[config.mk]
export PLATFORM = sky130hd
export DESIGN_NAME = fir_preadd_seq
export DESIGN_NICKNAME = d
export VERILOG_FILES = /design/src/rtl/fir_preadd_seq.sv
export SDC_FILE = /design/constraint.sdc
export NUM_CORES = 1
export LEC_CHECK = 0
export BUFFER_PORTS_ARGS = -buffer_cell sky130_fd_sc_hd__buf_2
export CORE_UTILIZATION = 40
export CTS_CLUSTER_DIAMETER = 60
export CTS_CLUSTER_SIZE = 12
export DETAILED_ROUTE_END_ITERATION = 8
export MAX_ROUTING_LAYER = met4
export PLACE_DENSITY_LB_ADDON = 0.2
export REMOVE_ABC_BUFFERS = 1
export SYNTH_ARGS = -nofsm -noshare
export SYNTH_HDL_FRONTEND = slang
export SYNTH_SLANG_ARGS = --single-unit
[constraint.sdc]
create_clock -name clk -period 2.57 [get_ports clk]
set_input_delay 0.1285 -clock clk [delete_from_list [all_inputs] [get_ports clk]]
set_output_delay 0.1285 -clock clk [all_outputs]
set_load 0.05 [all_outputs]
[src/rtl/fir_preadd_seq.sv]
// Delay line and pair sequencer that drives an external symmetric-FIR pre-adder slice.
// Optional FIR_FLUSH_EN adds a 'flush' input that clears the delay line while idle.
module fir_preadd_seq #(
   parameter int              TAPS    = 8,
   parameter int              PA_LAT  = 3,
   parameter logic [TAPS-1:0] COEF_SH = 8'b11_10_01_00
) (
   input  logic        clk,
   input  logic        rst,
`ifdef FIR_FLUSH_EN
   input  logic        flush,
`endif
   input  logic        in_valid,
   output logic        in_ready,
   input  logic [7:0]  in_data,
   output logic [7:0]  x1,
   output logic [7:0]  x2,
   output logic [1:0]  h,
   output logic [11:0] carry,
   output logic        pa_clr,
   output logic        pa_en,
   input  logic [11:0] pa_result,
   output logic        out_valid,
   input  logic        out_ready,
   output logic [11:0] y
);

   localparam int P  = TAPS / 2;
   localparam int KW = (P > 1) ? $clog2(P) : 1;
   localparam int CW = (PA_LAT > 1) ? $clog2(PA_LAT) : 1;

   typedef enum logic [2:0] {IDLE, CLR, EN, CAP, DONE} state_t;

   state_t          state_reg, state_next;
   logic [KW-1:0]   k_reg, k_next, k_inc;
   logic [CW-1:0]   cnt_reg, cnt_next;
   logic [7:0]      x1_reg, x1_next;
   logic [7:0]      x2_reg, x2_next;
   logic [1:0]      h_reg, h_next;
   logic [11:0]     carry_reg, carry_next;
   logic [7:0]      d_reg [TAPS];
   logic [7:0]      d_next [TAPS];
   logic [7:0]      pair_lo [P];
   logic [7:0]      pair_hi [P];
   logic [1:0]      h_tab [P];
   logic            accept;
   logic            clear_line;
   logic            flush_act;

`ifdef FIR_FLUSH_EN
   assign flush_act = flush;
`else
   assign flush_act = 1'b0;
`endif

   genvar gi;
   generate
      for (gi = 0; gi < TAPS; gi++) begin : g_dly
         if (gi == 0) begin : g_head
            assign d_next[gi] = clear_line ? '0 : (accept ? in_data : d_reg[gi]);
         end else begin : g_tail
            assign d_next[gi] = clear_line ? '0 : (accept ? d_reg[gi-1] : d_reg[gi]);
         end
      end
      // Folded view of the line: pair k pairs the k-th newest with the k-th oldest sample.
      for (gi = 0; gi < P; gi++) begin : g_pair
         assign pair_lo[gi] = d_reg[gi];
         assign pair_hi[gi] = d_reg[TAPS-1-gi];
         assign h_tab[gi]   = COEF_SH[2*gi +: 2];
      end
   endgenerate

   assign k_inc = k_reg + KW'(1);

   always_comb begin
      state_next = state_reg;
      k_next     = k_reg;
      cnt_next   = cnt_reg;
      x1_next    = x1_reg;
      x2_next    = x2_reg;
      h_next     = h_reg;
      carry_next = carry_reg;
      in_ready   = 1'b0;
      pa_clr     = 1'b0;
      pa_en      = 1'b0;
      out_valid  = 1'b0;
      accept     = 1'b0;
      clear_line = 1'b0;
      case (state_reg)
         IDLE: begin
            in_ready = !flush_act;
            if (flush_act) begin
               clear_line = 1'b1;
            end else if (in_valid) begin
               // Operands for pair 0 come from the post-shift line.
               accept     = 1'b1;
               k_next     = '0;
               carry_next = '0;
               x1_next    = in_data;
               x2_next    = d_reg[TAPS-2];
               h_next     = h_tab[0];
               state_next = CLR;
            end
         end
         CLR: begin
            pa_clr     = 1'b1;
            cnt_next   = '0;
            state_next = EN;
         end
         EN: begin
            pa_en = 1'b1;
            if (cnt_reg == CW'(PA_LAT-1)) begin
               state_next = CAP;
            end else begin
               cnt_next = cnt_reg + CW'(1);
            end
         end
         CAP: begin
            carry_next = pa_result;
            if (k_reg == KW'(P-1)) begin
               state_next = DONE;
            end else begin
               k_next     = k_inc;
               x1_next    = pair_lo[k_inc];
               x2_next    = pair_hi[k_inc];
               h_next     = h_tab[k_inc];
               state_next = CLR;
            end
         end
         DONE: begin
            out_valid = 1'b1;
            if (out_ready) begin
               state_next = IDLE;
            end
         end
         default: state_next = IDLE;
      endcase
   end

   always_ff @(posedge clk) begin
      if (!rst) begin
         state_reg <= IDLE;
         k_reg     <= '0;
         cnt_reg   <= '0;
         x1_reg    <= '0;
         x2_reg    <= '0;
         h_reg     <= '0;
         carry_reg <= '0;
         for (int i = 0; i < TAPS; i++) begin
            d_reg[i] <= '0;
         end
      end else begin
         state_reg <= state_next;
         k_reg     <= k_next;
         cnt_reg   <= cnt_next;
         x1_reg    <= x1_next;
         x2_reg    <= x2_next;
         h_reg     <= h_next;
         carry_reg <= carry_next;
         d_reg     <= d_next;
      end
   end

   // The final captured carry is the filter output; it only changes on the next acceptance.
   assign y     = carry_reg;
   assign x1    = x1_reg;
   assign x2    = x2_reg;
   assign h     = h_reg;
   assign carry = carry_reg;

endmodule

==> results of run 1 <==
## worst max-delay path, stage by stage (launching register included)
cell and delay, ns:
dfxtp_1 0.40, or4b_4 0.69, o21ai_4 0.36, o21ai_0 0.18, a31oi_1 0.17
## final cells by class
class | instances | area (µm²)
inverter | 3 | 11.3
sequential | 99 | 1980
timing repair buffer | 80 | 455
tap | 136 | 170
multi-input combinational | 359 | 2040
clock buffer | 13 | 159
clock inverter | 3 | 22.5
fill | 1072 | 5620
## power by group through the flow
stage / Combinational [mW] / Clock, mW / Sequential (mW)
floorplan: 0.433 / 0 / 1.97
finish: 0.957 / 0.920 / 1.72
global route: 1.03 / 1.02 / 1.74
detailed placement: 0.963 / 0 / 1.76
global placement: 0.952 / 0 / 1.75
CTS: 0.965 / 0.959 / 1.72
## synthesized netlist by cell type (all sizes together) (5+ instances only)
master	n	area share, %
nor2	13	1.1
or3	7	1.0
o22ai	7	1.0
buf	36	6.3
o21ai	22	2.9
nand3	16	1.8
a21boi	76	13
mux4	8	4.1
and2	5	0.71
dfxtp	99	45
a31oi	16	2.3
nand2	166	14
clkbuf	19	1.6
## path summary, 6_finish.rpt
check | startpoint | endpoint | slack (ns) | depth (start not counted)
setup reg to reg | state_reg[2] | x2[7] | 0.69 | 4
hold / removal | pa_result[0] | carry[0] | 0.02 | 3
hold reg to reg | d_reg[6] | d_reg[6] | 0.47 | 2
setup / recovery | state_reg[2] | x2[7] | 0.69 | 4
## kinds of logic after synthesis
family,count (synthesis),share of synthesized area (%)
simple gates,221,21.3
compound gates,125,20.0
flops,99,45.2
buf+inv,58,8.14
mux,11,4.80
fa+ha+maj,2,0.571
## per-stage QoR
step	setup TNS, ns	power (mW)	setup WS [ns]
floorplan	-37.20	2.41	-0.575
global placement	0	2.71	0.752
detailed placement	0	2.72	0.719
CTS	0	3.64	0.695
global route	0	3.79	0.498
finish	0	3.60	0.693
## what timing repair did
item / 4_1_cts / 5_1_grt
endpoints found under the setup margin: 0 / 0
hold buffers: 1 / 0
hold endpoints to repair: 1 / 0
buffers inserted: 0 / 0
## layer usage
| metal | track usage [%] | vias to the layer above |
|---|---|---|
| li1 | - | 1800 |
| met1 | 22.2 | 1641 |
| met2 | 28.8 | 84 |
| met3 | 3.59 | 6 |
| met4 | 4.21 | 0 |
| met5 | - | - |
==> results by group, run 1 <==
Status
  – Status: finished, final reports clean

Pwr
  – Seq pwr share: 47.8%
  – Internal power: 2.29 mW
  – Power Density: 743 mW/mm²
  – Switch share: 36.4%
  – Clock network power share: 25.6%
  – Pleak: 1.75 nW
  – NetSw: 1.31 mW
  – Peak VDD IR: 0.344 mV
  – Logic pwr share: 26.6%

Worst hold path
  – Hold WC Path Type: in2reg

Critical path
  – Crit end category: register
  – Crit-path max FO: 33
  – Critical path launch point type: register
  – CP arrival: 2.16 ns
  – Worst path required time: 2.85 ns
  – Critical path type: reg2reg

Place
  – Global placement routability congestion: 0.739
  – Placed cells: 676
  – IO buf count: 69
  – Hpwl dp: 5870 µm
  – Placed cell area: 0.00465 mm²

Detailed routing
  – Wl on met1: 4580 µm
  – DR vias: 3531
  – DRC errors left: 0
  – Initial DRC Count: 132
  – DR top layer: met4
  – Routed vias/inst: 5.10
  – Met3 wire length: 428 µm
  – WL met2: 4220 µm
  – Drt wl/cell: 13.4 µm
  – WL final: 9290 µm
  – Pre-antenna DRT Iters: 4
  – Antenna Nets Post-Route: 0

Yosys
  – Cells after Synth: 516
  – Sequential cell area fraction in the yosys report: 45.2%
  – FF+latch count, synth: 99
  – FFs w/ async S/R, synth: 0%
  – Mapped Avg Cell Area: 8.49 µm²
  – Dominant synthesized flop cell: dfxtp_1
  – Cell variety after synth: 34
  – Post-Syn Area: 0.00438 mm²
  – Syn. warnings: 0
  – EDFF count, synth: 0

STA
  – Max-slew violations: 0
  – Worst-margin pin slew: 0.857 ns
  – Setup Skew: 0.00841 ns
  – Min Tclk post-route: 1.88 ns
  – Final setup fails: 0
  – Final period util: 73.0%
  – Hold Slack: 0.0215 ns
  – Worst rel slew slack: 42.7%
  – Hold Violations, Final: 0
  – Fmax: 533 MHz
  – RSZ-0062 raised after global routing: no

Finish
  – Most common cell after layout, fill and taps aside: nand2_1
  – Final Instance Area: 0.00484 mm²
  – Share of cells above drive strength 1: 19.2%
  – Final Non-Filler Cells: 693
  – NumNets Final: 578
  – Commonest non-fill, non-tap cells in the layout: 166 x nand2_1, 99 x dfxtp_1, 76 x a21boi_0
  – # diodes: 0
  – Max FFs per register: 64
  – Post-layout util: 46.3%
  – Area Overhead vs Synth: 10.6%

Floorplan
  – Die Wd: 107 µm
  – Std cell rows: 37
  – Core area: 0.0105 mm²
  – # IOs: 70
  – Initial Util: 41.9%
  – Die area: 0.0114 mm²
  – DIE HEIGHT: 107 µm

CTS
  – CTS sink cnt: 99
  – Cts repair resizes: 0
  – Clock slew at reported path FFs: 0.09 ns
  – Root Buffer: clkbuf_8
  – CTS tree: built
  – Clock Latency Late Sink: 0.35 ns
  – CTS Buf Count: 9
  – Clock Tree Buf Depth: 2
  – Clock H-tree levels: 3

Global route
  – Vias in the first global route: 3275
  – Total grt overflow: 0
  – Initial antenna violation count: 0
  – Largest net degree at the start of global routing: 65
  – Total GRT Usage: 17.6%
  – Global-route wire length before repair: 15600 µm

Job
  – # Max-Cap Violations: 0
(Power assumes the default switching activity.)
==> inputs of run 2 (changes only) <==
- clock period: 2.57 -> 1.7 ns (I/O delays scaled with it)
==> run 2 against run 1 <==
Effect of this change: total power increased by 63%; die area unchanged; highest routed layer unchanged; sequential power increased by 51%; clock power increased by 64%; combinational power increased by 82%; worst hold slack improved by 0.093 ns; largest power group unchanged; register-to-register slack got worse by 0.62 ns; critical path depth increased by 1; cell count increased by 5.2%; utilization increased by 3.8 points; clock skew increased by 0.0047 ns.
==> results by group, run 2 (same netlist as run 1, synthesis figures left out) <==
Status
  – Status: finished, final reports clean (unchanged)

Global route
  – Total grt overflow: 0 (unchanged)
  – Met1 Usage GRT: 21.5% (was 22.2%)
  – Global-route wire length before repair: 16400 µm (was 15600 µm)
  – Initial antenna violation count: 0 (unchanged)
  – Vias in the first global route: 3510 (was 3275)
  – Met2 usage: 32.8% (was 28.8%)
  – Busiest layer in global routing: met2 (unchanged)
  – Routing usage on met3: 2.49% (was 3.59%)
  – Total GRT Usage: 18.6% (was 17.6%)
  – Largest net degree at the start of global routing: 45 (was 65)

Finish
  – Most common cell after layout, fill and taps aside: nand2_1 (unchanged)
  – Max FFs per register: 64 (unchanged)
  – NumNets Final: 614 (was 578)
  – # diodes: 0 (unchanged)
  – Share of cells above drive strength 1: 21.8% (was 19.2%)
  – Commonest non-fill, non-tap cells in the layout: 165 x nand2_1, 97 x dfxtp_1, 76 x a21boi_0 (was 166 x nand2_1, 99 x dfxtp_1, 76 x a21boi_0)
  – Final Instance Area: 0.00525 mm² (was 0.00484 mm²)
  – Area Overhead vs Synth: 19.7% (was 10.6%)

Place
  – Hpwl dp: 6490 µm (was 5870 µm)
  – Pre-CTS setup slack: -0.0234 ns (was 0.719 ns)
  – Global placement routability congestion: 0.733 (was 0.739)
  – Placed cell area: 0.00479 mm² (was 0.00465 mm²)
  – IO buf count: 69 (unchanged)

Pwr
  – NetSw: 2.06 mW (was 1.31 mW)
  – Logic pwr share: 29.8% (was 26.6%)
  – Clock network power share: 25.9% (was 25.6%)
  – Switch share: 35.2% (was 36.4%)
  – Internal power: 3.79 mW (was 2.29 mW)
  – Pleak: 1.95 nW (was 1.75 nW)
  – Peak VDD IR: 0.533 mV (was 0.344 mV)
  – Power Density: 1110 mW/mm² (was 743 mW/mm²)
  – Seq pwr share: 44.3% (was 47.8%)

STA
  – Final setup fails: 0 (unchanged)
  – Setup Skew: 0.0131 ns (was 0.00841 ns)
  – Min Tclk post-route: 1.63 ns (was 1.88 ns)
  – Final WS setup: 0.0701 ns (was 0.693 ns)
  – Final period util: 95.9% (was 73.0%)
  – RSZ-0062 raised after global routing: yes (was no)
  – Hold Violations, Final: 0 (unchanged)
  – Worst-margin pin slew: 0.490 ns (was 0.857 ns)
  – Worst rel slew slack: 67.3% (was 42.7%)
  – Max-slew violations: 0 (unchanged)
  – Fmax: 614 MHz (was 533 MHz)

Critical path
  – Critical path type: reg2reg (unchanged)
  – Crit end category: register (unchanged)
  – CP arrival: 1.93 ns (was 2.16 ns)
  – Reg2reg path depth: 5 (was 4)
  – Worst path required time: 2.00 ns (was 2.85 ns)
  – Critical path launch point type: register (unchanged)
  – Crit-path max FO: 12 (was 33)

Floorplan
  – Core area: 0.0105 mm² (unchanged)
  – # IOs: 70 (unchanged)
  – Initial Util: 41.9% (unchanged)
  – Std cell rows: 37 (unchanged)
  – DIE HEIGHT: 107 µm (unchanged)
  – Die Wd: 107 µm (unchanged)
  – Die area: 0.0114 mm² (unchanged)

CTS
  – CTS Buf Count: 9 (unchanged)
  – Clock slew at reported path FFs: 0.10 ns (was 0.09 ns)
  – Clock Tree Buf Depth: 2 (unchanged)
  – CTS sink cnt: 99 (unchanged)
  – CTS tree: built (unchanged)
  – Clock H-tree levels: 3 (unchanged)
  – Clock Latency Late Sink: 0.37 ns (was 0.35 ns)
  – Root Buffer: clkbuf_8 (unchanged)

Detailed routing
  – WL final: 9830 µm (was 9290 µm)
  – DR vias: 3644 (was 3531)
  – Pre-antenna DRT Iters: 4 (unchanged)
  – Initial DRC Count: 148 (was 132)
  – Drt wl/cell: 13.5 µm (was 13.4 µm)
  – Antenna Nets Post-Route: 0 (unchanged)
  – DRC errors left: 0 (unchanged)
  – Routed vias/inst: 5.00 (was 5.10)

Worst hold path
  – Hold depth: 3 (unchanged)
  – Hold WC Path Type: in2reg (unchanged)

Job
  – # Max-Cap Violations: 0 (unchanged)
run 2: path summary, 6_finish.rpt:
| check | start | end | slack [ns] |
|---|---|---|---|
| max | k_reg[0] | x2[7] | 0.07 |
| min | rst | x2[2] | 0.11 |
| max reg2reg | k_reg[0] | x2[7] | 0.07 |
| min reg2reg | d_reg[7] | d_reg[7] | 0.47 |
run 2: critical path, cell delays in order, from the launching register on:
cell     delay, ns
dfxtp_1       0.33
ha_1          0.37
buf_4         0.25
o22ai_1       0.10
or3_1         0.36
a31oi_1       0.16
run 2: power by group through the flow:
stage	logic (mW)	registers [mW]	clock network, mW
6_report	1.74	2.59	1.51
5_1_grt	1.88	2.61	1.65
4_1_cts	1.69	2.59	1.56
3_5_place_dp	1.63	2.64	0
3_3_place_gp	1.62	2.64	0
2_1_floorplan	0.654	2.98	0
run 2: repair_timing:
action,in CTS,in global routing
buffers inserted,0,2
setup endpoints to repair,4,20
hold buffers,20,0
hold endpoints to repair,28,0
pin swaps,0,1
gates resized for setup,7,6
run 2: layout make-up:
cell class / count / area (µm²)
fill: 1010 / 5220
multi-input combinational: 359 / 2060
sequential: 99 / 1990
timing repair buffer: 116 / 823
tap: 136 / 170
clock buffer: 12 / 145
clock inverter: 4 / 50.0
inverter: 3 / 11.3
run 2: metrics by stage:
step	utilization (%)	total power [mW]	TNS, ns	cells	hold WS [ns]
final	50.1	5.85	0	729	0.115
after global routing	50.1	6.14	-0.0138	729	0.116
after CTS	49.7	5.85	-0.0211	727	0.100
after detailed placement	45.8	4.27	-0.0297	691	0.345
after global placement	45.8	4.26	0	691	0.337
after floorplan	-	3.64	-107.08	461	0.203
run 2: layer usage:
metal / vias up / routed length, µm
met5: - / 0
met3: 11 / 376
li1: 1871 / -
met2: 90 / 4590
met1: 1672 / 4710
met4: 0 / 150
==> inputs of run 3 (changes only) <==
- TNS_END_PERCENT: default -> 1
- clock period: 1.7 -> 2 ns (I/O delays scaled with it)
==> run 3 against run 2 <==
Effect of this change: global-route usage decreased by 0.22 points; clock-buffer cell count decreased by 1; fmax decreased by 13%.
==> results by group, run 3 (same netlist as run 1, synthesis figures left out) <==
Status
  – Status: finished, final reports clean (unchanged)

Global route
  – Total grt overflow: 0 (unchanged)
  – Vias in the first global route: 3355 (was 3510)
  – Global-route wire length before repair: 16100 µm (was 16400 µm)
  – Total GRT Usage: 18.4% (was 18.6%)
  – Initial antenna violation count: 0 (unchanged)
  – Largest net degree at the start of global routing: 42 (was 45)

CTS
  – Clock H-tree levels: 3 (unchanged)
  – CTS tree: built (unchanged)
  – Clock Latency Late Sink: 0.36 ns (was 0.37 ns)
  – Post-CTS Setup Bufs: 0 (unchanged)
  – CTS Buf Count: 9 (unchanged)
  – Root Buffer: clkbuf_8 (unchanged)
  – Clock Tree Buf Depth: 2 (unchanged)
  – CTS sink cnt: 99 (unchanged)
  – Clock slew at reported path FFs: 0.09 ns (was 0.10 ns)
  – Cts repair resizes: 0 (was 7)

STA
  – Fin Setup TNS: 0 ns (unchanged)
  – Hold Slack: 0.195 ns (was 0.115 ns)
  – Hold Violations, Final: 0 (unchanged)
  – Worst-margin pin slew: 0.802 ns (was 0.490 ns)
  – Final period util: 93.4% (was 95.9%)
  – Max-slew violations: 0 (unchanged)
  – Final setup fails: 0 (unchanged)
  – Final WS setup: 0.133 ns (was 0.0701 ns)
  – RSZ-0062 raised after global routing: no (was yes)
  – Min Tclk post-route: 1.87 ns (was 1.63 ns)
  – Worst rel slew slack: 46.5% (was 67.3%)
  – Setup Skew: 0.00963 ns (was 0.0131 ns)
  – Fmax: 536 MHz (was 614 MHz)

Detailed routing
  – Routed vias/inst: 5.06 (was 5.00)
  – DR vias: 3637 (was 3644)
  – Initial DRC Count: 148 (unchanged)
  – DRC errors left: 0 (unchanged)
  – Pre-antenna DRT Iters: 5 (was 4)
  – WL final: 10000 µm (was 9830 µm)
  – Antenna Nets Post-Route: 0 (unchanged)
  – Drt wl/cell: 13.9 µm (was 13.5 µm)

Finish
  – NumNets Final: 604 (was 614)
  – Most common cell after layout, fill and taps aside: nand2_1 (unchanged)
  – Fillers: 1024 (was 1010)
  – Commonest non-fill, non-tap cells in the layout: 166 x nand2_1, 99 x dfxtp_1, 76 x a21boi_0 (was 165 x nand2_1, 97 x dfxtp_1, 76 x a21boi_0)
  – Area Overhead vs Synth: 16.8% (was 19.7%)
  – Max FFs per register: 64 (unchanged)
  – # diodes: 0 (unchanged)
  – Final Non-Filler Cells: 719 (was 729)
  – Final Instance Area: 0.00512 mm² (was 0.00525 mm²)
  – Share of cells above drive strength 1: 19.9% (was 21.8%)

Place
  – Placed cell area: 0.00470 mm² (was 0.00479 mm²)
  – IO buf count: 69 (unchanged)
  – Global placement routability congestion: 0.749 (was 0.733)
  – Pre-CTS setup slack: 0.129 ns (was -0.0234 ns)
  – Placed cells: 682 (was 691)
  – Hpwl dp: 6190 µm (was 6490 µm)

Critical path
  – Critical path type: reg2reg (unchanged)
  – Flop2flop setup slack: 0.13 ns (was 0.07 ns)
  – Reg2reg path depth: 4 (was 5)
  – Critical Path Max Stage Delay: 0.72 ns (was 0.37 ns)
  – Slowest cell on crit path: o21ai_2 (was ha_1)
  – Crit-path max FO: 16 (was 12)
  – CP arrival: 2.15 ns (was 1.93 ns)
  – Worst path required time: 2.29 ns (was 2.00 ns)
  – Bufs and invs on worst path: 0 (was 1)
  – Critical R2R Launch: state_reg[0] (was k_reg[0])
  – Crit path max-delay family: compound AO/OA/AOI/OAI gates (was adder cells)
  – FF-to-FF End: x2[1] (was x2[7])
  – Crit end category: register (unchanged)
  – Critical path launch point type: register (unchanged)
  – Cells along the critical path: nand3b_1, o21ai_2, o21ai_1, a31oi_1 (was ha_1, buf_4, o22ai_1, or3_1, a31oi_1)

Pwr
  – Peak VDD IR: 0.538 mV (was 0.533 mV)
  – Power Density: 956 mW/mm² (was 1110 mW/mm²)
  – Pleak: 1.89 nW (was 1.95 nW)

Floorplan
  – Std cell rows: 37 (unchanged)
  – Die Wd: 107 µm (unchanged)
  – DIE HEIGHT: 107 µm (unchanged)
  – Initial Util: 41.9% (unchanged)
  – Core area: 0.0105 mm² (unchanged)
  – # IOs: 70 (unchanged)
  – Die area: 0.0114 mm² (unchanged)

Worst hold path
  – Hold path start: in_valid (was rst)
  – Hold WC Path Type: in2reg (unchanged)
  – Hold Path End: state_reg[2] (was x2[2])
  – Hold depth: 3 (unchanged)

Job
  – # Max-Cap Violations: 0 (unchanged)
## run 3: changes by cell type in the layout (fill, tap and decap cells not counted), moves of 2 or more
cell,delta
dfxtp_1,+2
buf_4,-8
buf_12,-3
buf_2,+2
clkbuf_1,-2
## run 3: final cells by class
type | instances | area, µm² | share of cell area [%]
Clock inverter | 5 | 60.1 | 1.17
Tap cell | 136 | 170 | 3.32
Timing Repair Buffer | 105 | 691 | 13.5
Sequential cell | 99 | 1980 | 38.7
Multi-Input combinational cell | 360 | 2050 | 40.1
Inverter | 3 | 11.3 | 0.220
Clock buffer | 11 | 151 | 2.96
## run 3: timing repair
action | 4_1_cts | 5_1_grt
hold buffers | 20 | 0
hold endpoints to repair | 26 | 0
endpoints found under the setup margin | 0 | 2
## run 3: stage by stage
step | total power [mW] | util (%)
finish | 4.89 | 48.9
global route | 5.14 | 48.9
CTS | 4.92 | 48.8
detailed placement | 3.55 | 44.9
global placement | 3.53 | 44.9
floorplan | 3.09 | -
## run 3: report_power, final
part           leakage (nW)  total (mW)  switching (mW)  internal (mW)
sequential            0.802        2.21           0.103           2.10
combinational         0.979        1.34           0.957          0.383
clock                 0.106        1.35           0.694          0.652
## run 3: how the worst max path moves through the flow
stage,startpoint,end,depth (start not counted)
floorplan,state_reg[0],d_reg[0],4
global placement,state_reg[2],x2[0],4
global route,state_reg[0],x2[1],4
CTS,state_reg[2],x2[7],4
detailed placement,state_reg[2],x2[7],4
finish,state_reg[0],x2[1],4
## run 3: worst min-delay path: stages
cell	delay [ns]
buf_2	0.13
nand2b_1	0.15
o2111a_1	0.13
## run 3: per-layer routing
metal	track usage, %	vias to the layer above	share of wire, %
met5	-	-	0
met4	5.09	0	0.97
met3	4.07	8	4.1
met2	30.9	91	45
met1	22.2	1686	50
li1	-	1852	-
